`src/rtl/apb_wb_multibridge.sv`:
```
// apb_wb_multibridge: one APB3 slave port bridged to NUM_SLAVES pipelined
// Wishbone channels. The upper address bits select the channel.
//
// Ports:
//   clk, reset            - single clock, asynchronous active-high reset
//   apb_P*                - APB3 slave port; PADDR[SLAVE_AW+1:2] is the word
//                           address and PADDR[AW-1:SLAVE_AW+2] is the channel
//   wb_cyc/wb_stb         - one-hot per channel
//   wb_we/addr/wdata/sel  - shared request fields, held for the whole cycle
//   wb_ack/stall/err      - per-channel slave responses
//   wb_rdata              - channel i occupies [32i+31:32i]
//   busy                  - high whenever a transfer is in flight
module apb_wb_multibridge #(
    parameter int NUM_SLAVES = 2,
    parameter int SEL_BITS   = 1,
    parameter int SLAVE_AW   = 3,
    parameter int TIMEOUT    = 255,
    localparam int AW        = SLAVE_AW + SEL_BITS + 2
) (
    input  logic                       clk,
    input  logic                       reset,
    input  logic [AW-1:0]              apb_PADDR,
    input  logic                       apb_PSEL,
    input  logic                       apb_PENABLE,
    input  logic                       apb_PWRITE,
    input  logic [31:0]                apb_PWDATA,
    input  logic [3:0]                 apb_PSTRB,
    output logic                       apb_PREADY,
    output logic [31:0]                apb_PRDATA,
    output logic                       apb_PSLVERROR,
    output logic [NUM_SLAVES-1:0]      wb_cyc,
    output logic [NUM_SLAVES-1:0]      wb_stb,
    output logic                       wb_we,
    output logic [SLAVE_AW-1:0]        wb_addr,
    output logic [31:0]                wb_wdata,
    output logic [3:0]                 wb_sel,
    input  logic [NUM_SLAVES-1:0]      wb_ack,
    input  logic [NUM_SLAVES-1:0]      wb_stall,
    input  logic [NUM_SLAVES-1:0]      wb_err,
    input  logic [32*NUM_SLAVES-1:0]   wb_rdata,
    output logic                       busy
);
    localparam int NSLOT = 1 << SEL_BITS;
    localparam int CW    = (TIMEOUT < 2) ? 1 : $clog2(TIMEOUT + 1);
    localparam logic [CW-1:0] TO_LAST = CW'((TIMEOUT > 0) ? TIMEOUT - 1 : 0);

    typedef enum logic [1:0] {IDLE, REQ, WAIT, RESP} state_t;

    state_t                state_q, state_d;
    logic [SEL_BITS-1:0]   idx_q, idx_d;
    logic                  dec_q, dec_d;
    logic [CW-1:0]         cnt_q, cnt_d;
    logic [NUM_SLAVES-1:0] cyc_q, cyc_d, stb_q, stb_d;
    logic                  we_q, we_d;
    logic [SLAVE_AW-1:0]   addr_q, addr_d;
    logic [31:0]           wdata_q, wdata_d;
    logic [3:0]            sel_q, sel_d;
    logic                  pready_q, pready_d;
    logic                  pslverr_q, pslverr_d;
    logic [31:0]           prdata_q, prdata_d;
    logic                  busy_q, busy_d;

    logic [SEL_BITS-1:0]   paddr_idx;
    logic                  idx_bad;
    logic [NUM_SLAVES-1:0] hit;
    logic [NSLOT-1:0]      stall_pad, ack_pad, err_pad;
    logic [31:0]           rdata_sel;
    logic                  s_stall, s_done, to_hit;
    logic                  unused_addr;

    assign paddr_idx   = apb_PADDR[AW-1:SLAVE_AW+2];
    assign idx_bad     = (32'(paddr_idx) >= NUM_SLAVES);
    assign unused_addr = ^apb_PADDR[1:0];

    // Pad per-channel inputs to the full index range so an out-of-range
    // index never selects past the vector.
    always_comb begin
        hit       = '0;
        stall_pad = '0;
        ack_pad   = '0;
        err_pad   = '0;
        rdata_sel = '0;
        for (int i = 0; i < NUM_SLAVES; i++) begin
            hit[i]       = (paddr_idx == SEL_BITS'(i));
            stall_pad[i] = wb_stall[i];
            ack_pad[i]   = wb_ack[i];
            err_pad[i]   = wb_err[i];
            if (idx_q == SEL_BITS'(i)) begin
                rdata_sel = wb_rdata[32*i +: 32];
            end
        end
    end

    assign s_stall = stall_pad[idx_q];
    assign s_done  = ack_pad[idx_q] | err_pad[idx_q];
    assign to_hit  = (TIMEOUT != 0) && (cnt_q == TO_LAST);

    always_comb begin
        state_d   = state_q;
        idx_d     = idx_q;
        dec_d     = dec_q;
        cnt_d     = cnt_q;
        cyc_d     = cyc_q;
        stb_d     = stb_q;
        we_d      = we_q;
        addr_d    = addr_q;
        wdata_d   = wdata_q;
        sel_d     = sel_q;
        pready_d  = 1'b0;
        pslverr_d = 1'b0;
        prdata_d  = prdata_q;

        case (state_q)
            IDLE: begin
                if (apb_PSEL && apb_PENABLE) begin
                    idx_d   = paddr_idx;
                    dec_d   = idx_bad;
                    cnt_d   = '0;
                    state_d = REQ;
                    if (!idx_bad) begin
                        we_d    = apb_PWRITE;
                        addr_d  = apb_PADDR[SLAVE_AW+1:2];
                        wdata_d = apb_PWDATA;
                        sel_d   = apb_PWRITE ? apb_PSTRB : 4'b1111;
                        cyc_d   = hit;
                        stb_d   = hit;
                    end
                end
            end
            REQ, WAIT: begin
                if (dec_q) begin
                    // Unmapped channel: error out without touching the bus.
                    state_d   = RESP;
                    pready_d  = apb_PSEL;
                    pslverr_d = apb_PSEL;
                    prdata_d  = '0;
                end else if ((state_q == WAIT || !s_stall) && s_done) begin
                    // A response while still stalled belongs to nothing.
                    cyc_d     = '0;
                    stb_d     = '0;
                    state_d   = RESP;
                    pready_d  = apb_PSEL;
                    pslverr_d = apb_PSEL & err_pad[idx_q];
                    prdata_d  = we_q ? '0 : rdata_sel;
                end else if (to_hit) begin
                    cyc_d     = '0;
                    stb_d     = '0;
                    state_d   = RESP;
                    pready_d  = apb_PSEL;
                    pslverr_d = apb_PSEL;
                    prdata_d  = '0;
                end else begin
                    if (TIMEOUT != 0) begin
                        cnt_d = cnt_q + CW'(1);
                    end
                    if (state_q == REQ && !s_stall) begin
                        stb_d   = '0;
                        state_d = WAIT;
                    end
                end
            end
            RESP: begin
                state_d = IDLE;
            end
            default: begin
                state_d = IDLE;
            end
        endcase

        busy_d = (state_d != IDLE);
    end

    always_ff @(posedge clk or posedge reset) begin
        if (reset) begin
            state_q   <= IDLE;
            idx_q     <= '0;
            dec_q     <= 1'b0;
            cnt_q     <= '0;
            cyc_q     <= '0;
            stb_q     <= '0;
            we_q      <= 1'b0;
            addr_q    <= '0;
            wdata_q   <= '0;
            sel_q     <= '0;
            pready_q  <= 1'b0;
            pslverr_q <= 1'b0;
            prdata_q  <= '0;
            busy_q    <= 1'b0;
        end else begin
            state_q   <= state_d;
            idx_q     <= idx_d;
            dec_q     <= dec_d;
            cnt_q     <= cnt_d;
            cyc_q     <= cyc_d;
            stb_q     <= stb_d;
            we_q      <= we_d;
            addr_q    <= addr_d;
            wdata_q   <= wdata_d;
            sel_q     <= sel_d;
            pready_q  <= pready_d;
            pslverr_q <= pslverr_d;
            prdata_q  <= prdata_d;
            busy_q    <= busy_d;
        end
    end

    assign apb_PREADY    = pready_q;
    assign apb_PSLVERROR = pslverr_q;
    assign apb_PRDATA    = prdata_q;
    assign wb_cyc        = cyc_q;
    assign wb_stb        = stb_q;
    assign wb_we         = we_q;
    assign wb_addr       = addr_q;
    assign wb_wdata      = wdata_q;
    assign wb_sel        = sel_q;
    assign busy          = busy_q;

endmodule

```
`config.mk`:
```
export PLATFORM = sky130hd
export DESIGN_NAME = apb_wb_multibridge
export DESIGN_NICKNAME = d
export VERILOG_FILES = /design/src/rtl/apb_wb_multibridge.sv
export SDC_FILE = /design/constraint.sdc
export NUM_CORES = 1
export LEC_CHECK = 0
export CAP_MARGIN = 5
export CORE_UTILIZATION = 37
export DETAILED_ROUTE_END_ITERATION = 12
export MAX_ROUTING_LAYER = met4
export PLACE_DENSITY = 0.87
export SKIP_LAST_GASP = 1
export SLEW_MARGIN = 40
export SYNTH_ARGS = -nofsm -noshare
export SYNTH_HDL_FRONTEND = slang
export SYNTH_SLANG_ARGS = --single-unit
```
`constraint.sdc`:
```
create_clock -name clk -period 3.3 [get_ports clk]
set_input_delay 0.99 -clock clk [delete_from_list [all_inputs] [get_ports clk]]
set_output_delay 0.99 -clock clk [all_outputs]
set_load 0.1 [all_outputs]
```
### After elaboration in Yosys (flattened, before gate mapping)

Index checks and enable logic that the tools add are counted.

| cells by class | value |
|---|---|
| $add $sub $neg | 1 |
| $lt $le $gt $ge | 1 |
| multiplexer cells | 33 |
| bitwise operators | 3 |
| reductions and logical operators | 15 |
| equal/unequal tests | 9 |

Operators with widths:

| cell | count |
|---|---|
| $mux W32 | 4 |
| $mux W8 | 3 |
| $mux W2 | 10 |
| $pmux W8 S2 | 1 |
| $mux W1 | 11 |
| $add A8 B1 Y8 const B | 1 |
| $eq A8 B8 Y1 const B | 1 |
| $pmux W2 S2 | 2 |
| $ne A2 B2 Y1 const B | 3 |
| $pmux W2 S3 | 1 |
| $reduce_and A3 Y1 | 2 |
| $reduce_bool A2 Y1 | 3 |
| $eq A2 B2 Y1 const B | 2 |
| $mux W4 | 1 |
| $ne A4 B4 Y1 const B | 1 |
| $reduce_and A2 Y1 | 2 |
| $reduce_and A4 Y1 | 1 |
| $logic_and A1 B1 Y1 | 3 |
| $ne A3 B3 Y1 const B | 1 |
| $eq A2 B1 Y1 const B | 1 |
| $logic_not A2 Y1 | 1 |
| $lt A1 B2 Y1 const B | 1 |
| $reduce_or A2 Y1 | 1 |
| $and A1 B1 Y1 | 1 |
| other kinds (4) | 4 |

| word-level totals | value |
|---|---|
| input bits | 117 |
| register bits after elaboration | 90 |
| output and inout port bits | 79 |
| logic and storage cells | 75 |

### Logic depth before layout (Yosys ltp)

| logic depth | value |
|---|---|
| depth in word-level cells | 9 |
| mapped depth | 8 |

### Least setup slack after synthesis

Ideal clock, no wire load.

| timing path | value |
|---|---|
| kind | input -> register |
| start | input port wb_ack[1] |
| end | register cnt_q[5] |
| setup time | 0.086 ns |
| arrival time | 2.178 ns |
| required time | 3.214 ns |
| path slack | 1.037 ns |
| buffers on the path | 1 |
| cell stages on the path | 5 |
| cell sequence | or3b_1 > o211a_2 > buf_6 > a2111o_1 > a32oi_1 |

| between the ends | value |
|---|---|
| word-level cells in the longest chain between the ends | 6 |

RTL lines:

| item | RTL line | text |
|---|---|---|
| start: declaration | 37 | `input logic [NUM_SLAVES-1:0] wb_ack,` |
| $mux W1 (not written as such) (2 in a row) | 95 | `assign s_done = ack_pad[idx_q] \| err_pad[idx_q];` |
| $or A1 B1 Y1 | 95 |  |
| $logic_and A1 B1 Y1 | 137 | `end else if ((state_q == WAIT \|\| !s_stall) && s_done) begin` |
| $ne A2 B2 Y1 (no line) | -- |  |
| $reduce_and A4 Y1 (no line) | -- |  |
| end signal: assignment | 193 | `cnt_q <= cnt_d;` |
| end: declaration | 52 | `logic [CW-1:0] cnt_q, cnt_d;` |

Every way passes these cells. The select of a mux whose other input is x is not followed.
A chain may end at the register's enable or synchronous reset.

### Final worst setup path

| timing path | value |
|---|---|
| start | input port wb_err[1] |
| end | register prdata_q[10] (netlist: apb_PRDATA[10]) |

| between the ends | value |
|---|---|
| word-level cells in the longest chain between the ends | 6 |
| elaborated cells on any way between the ends | 7 |

RTL lines:

| item | RTL line | text |
|---|---|---|
| start: declaration | 39 | `input logic [NUM_SLAVES-1:0] wb_err,` |
| $mux W1 (not written as such) * (2 in a row) | 95 |  |
| $or A1 B1 Y1 * | 95 |  |
| $logic_and A1 B1 Y1 * | 137 |  |
| $reduce_bool A2 Y1 (no line) | -- |  |
| $reduce_and A2 Y1 (no line) | -- |  |
| end signal: assignment | 202 | `prdata_q <= prdata_d;` |
| end: declaration | 60 | `logic [31:0] prdata_q, prdata_d;` |

Every way passes the cells marked *; elsewhere a longest branch is shown, timed or not. The select of a mux whose other input is x is not followed.

==> results.toml <==
[sta]
slew_headroom_pct = 50.17
rsz0062_at_grt = "no"
max_slew.worst_pin.slew_ns = 0.7396
setup_slack_ns = 0.7262
hold_viol_final = 0
setup_violations = 0
fin_skew_ns = 0.005165
fin_tns_setup_ns = 0
min_period_ns = 2.574
fin_crit_sh_pct = 77.99
drv_slew = 0
max_freq_ghz = 0.3885

[clocking]
clkLatencyLatePin_ns = 0.35
clock_sinks = 90
htree_num_levels = 3
ctsResizeCount = 0
numCtsBuffers = 9
cts_buffer_depth = 2
cts_tree = "built"
cts_hold_buf = 0
clk_pin_slew_worst_paths_ns = 0.08
ctsRootBufferMaster = "clkbuf_8"
post-cts-setup-buffers = 0

[grt]
antenna_found_initial = 0
grt_pass1_vias = 3731
grt_max_degree = 48
grt_pass1_wl_um = 17650
grt_usage_pct = 20.30
grt_overflow_total = 0

[layout]
area_growth_pct = 51.67
final_util_pct = 58.89
final_common_cell = "clkdlybuf4s50_1"
insertedDiodeCount = 0
final_net_count = 636
layout-drive-gt1-share_pct = 24.61
mostFrequentLayoutCells = "clkdlybuf4s50_1 (114), dfrtp_1 (89), buf_4 (85)"

[route]
drt_first_pass_iters = 4
routed-wl-met2_um = 5578
top_layer_used = "met4"
first_iter_violations = 147
vias_per_cell = 5.241
wl_um = 11180
route.detailed.drc = 0
met3WireLength_um = 831
routedWlPerCell_um = 17.14
postRouteAntennaNets = 0
met1Wirelength_um = 4537
num_vias = 3417

[flow_run]
cap_violations = 0

[critical_path]
worstSetupStartpointType = "primary input"
critPathCaptureType = "register"
crit_family = "buffers and inverters"
max_stage_delay_ns = 0.44
worstPathArrival_ns = 2.80
worst_ep_required_time_ns = 3.52
path_cells = "clkdlybuf4s50_1 > or3b_1 > o211ai_1 > or3_1 > buf_4 > o2bb2ai_1"
critPathSlowestCell = "clkdlybuf4s50_1"
cp_max_fo = 32
crit_type = "primary input to register"
cp.buffers_inverters = 2

[logic_synthesis]
synth_warnings = 0
synth_area_leaders = "dfrtp_1 (55%), mux2i_1 (8.3%), o2bb2ai_1 (6.9%)"
yosys_register_bits = 90
async_reset_ff_share_pct = 100.0
seq_area_frac_synth_pct = 55.20
syn_nets = 443
synth_edf_count = 0
netlist_area_sq_mm = 0.004080
synth_area_per_cell_sq_um = 12.79
netlist.area_leader.share_pct = 55.20
synth.distinct_cells = 50
yosys.area.top_type = "dfrtp_1"
syn_inst = 319
synth-main-ff-cell = "dfrtp_1"

[floorplanning]
boundaryPins = 196
dieWidth_um = 107.0
core_sq_mm = 0.01051
rows = 37
die_h_um = 107.0
dieArea_sq_mm = 0.01145
initial_utilization_pct = 38.83

[hold_path]
min_path_type = "register to register"

[placed_design]
port_buffers = 193
dp_hpwl_um = 8180
pre_cts_ws_ns = 0.3887
routabilityCongestion = 0.9023

[outcome]
status = "finished clean"
==> layer usage <==
| metal | GRT usage [%] | vias to the layer above |
|---|---|---|
| li1 | - | 1569 |
| met1 | 23.74 | 1648 |
| met2 | 33.41 | 181 |
| met3 | 4.681 | 19 |
| met4 | 9.002 | 0 |
| met5 | - | - |
==> worst paths after layout <==
kind / startpoint / end / slack, ns / depth (start not counted)
worst max-delay path: wb_err[1] / apb_PRDATA[10] / 0.73 / 6
worst min-delay path: apb_PRDATA[24] / apb_PRDATA[24] / 0.50 / 1
worst max register to register: state_q[1] / cnt_q[7] / 0.92 / 6
worst min register to register: apb_PRDATA[24] / apb_PRDATA[24] / 0.50 / 1
max in group asynchronous: reset / idx_q / 1.67 / 3
min in group asynchronous: reset / wb_wdata[9] / 1.16 / 3
==> synth_stat cells (3+ instances only) <==
| library cell | number |
|---|---|
| mux2_1 | 15 |
| clkbuf_1 | 9 |
| o21ai_0 | 3 |
| inv_1 | 7 |
| o2bb2ai_1 | 32 |
| dfrtp_1 | 90 |
| nor2b_1 | 5 |
| ha_1 | 7 |
| mux2_2 | 22 |
| nor2_1 | 6 |
| nor3_1 | 4 |
| a31oi_1 | 6 |
| o21ai_1 | 7 |
| mux2i_1 | 34 |
| nand3_1 | 5 |
| buf_2 | 6 |
| or3_1 | 5 |
| o211ai_1 | 4 |
| nand2_1 | 13 |
==> through the flow <==
step,std cells,hold slack [ns],area [sq um]
after floorplan,319,0.5036,4084
after global placement,637,0.4725,5969
after detailed placement,637,0.4752,5969
after CTS,652,0.4990,6188
after global routing,652,0.5206,6188
final,652,0.4960,6188
==> cell type report <==
cell class                      instances  area, sq um
Clock buffer                           13        158.9
Clock inverter                          2        60.06
Fill cell                             867         4320
Inverter                                7        30.03
Multi-Input combinational cell        204         1717
Sequential cell                        90         2253
Tap cell                              136        170.2
Timing Repair Buffer                  200         1799
==> state kept, by name (all words and copies together) (netlist names) <==
name	cells
apb_PRDATA	32
apb_PREADY	1
apb_PSLVERROR	1
busy	1
cnt_q	8
idx_q	1
state_q	2
wb_addr	3
wb_cyc	2
wb_sel	4
wb_stb	2
wb_wdata	32
wb_we	1
==> cell families after synthesis <==
group                      Yosys count  synth area share, %
DFF                                 90                55.20
AOI/OAI and AO/OA                   73                14.17
muxes                               72                18.89
and+or+nand+nor                     52                6.747
buffers and inverters               25                2.852
adders and majority gates            7                2.146
Power is not shown: default switching activity piles up to over one toggle a cycle in this logic, so the estimate is an artifact.
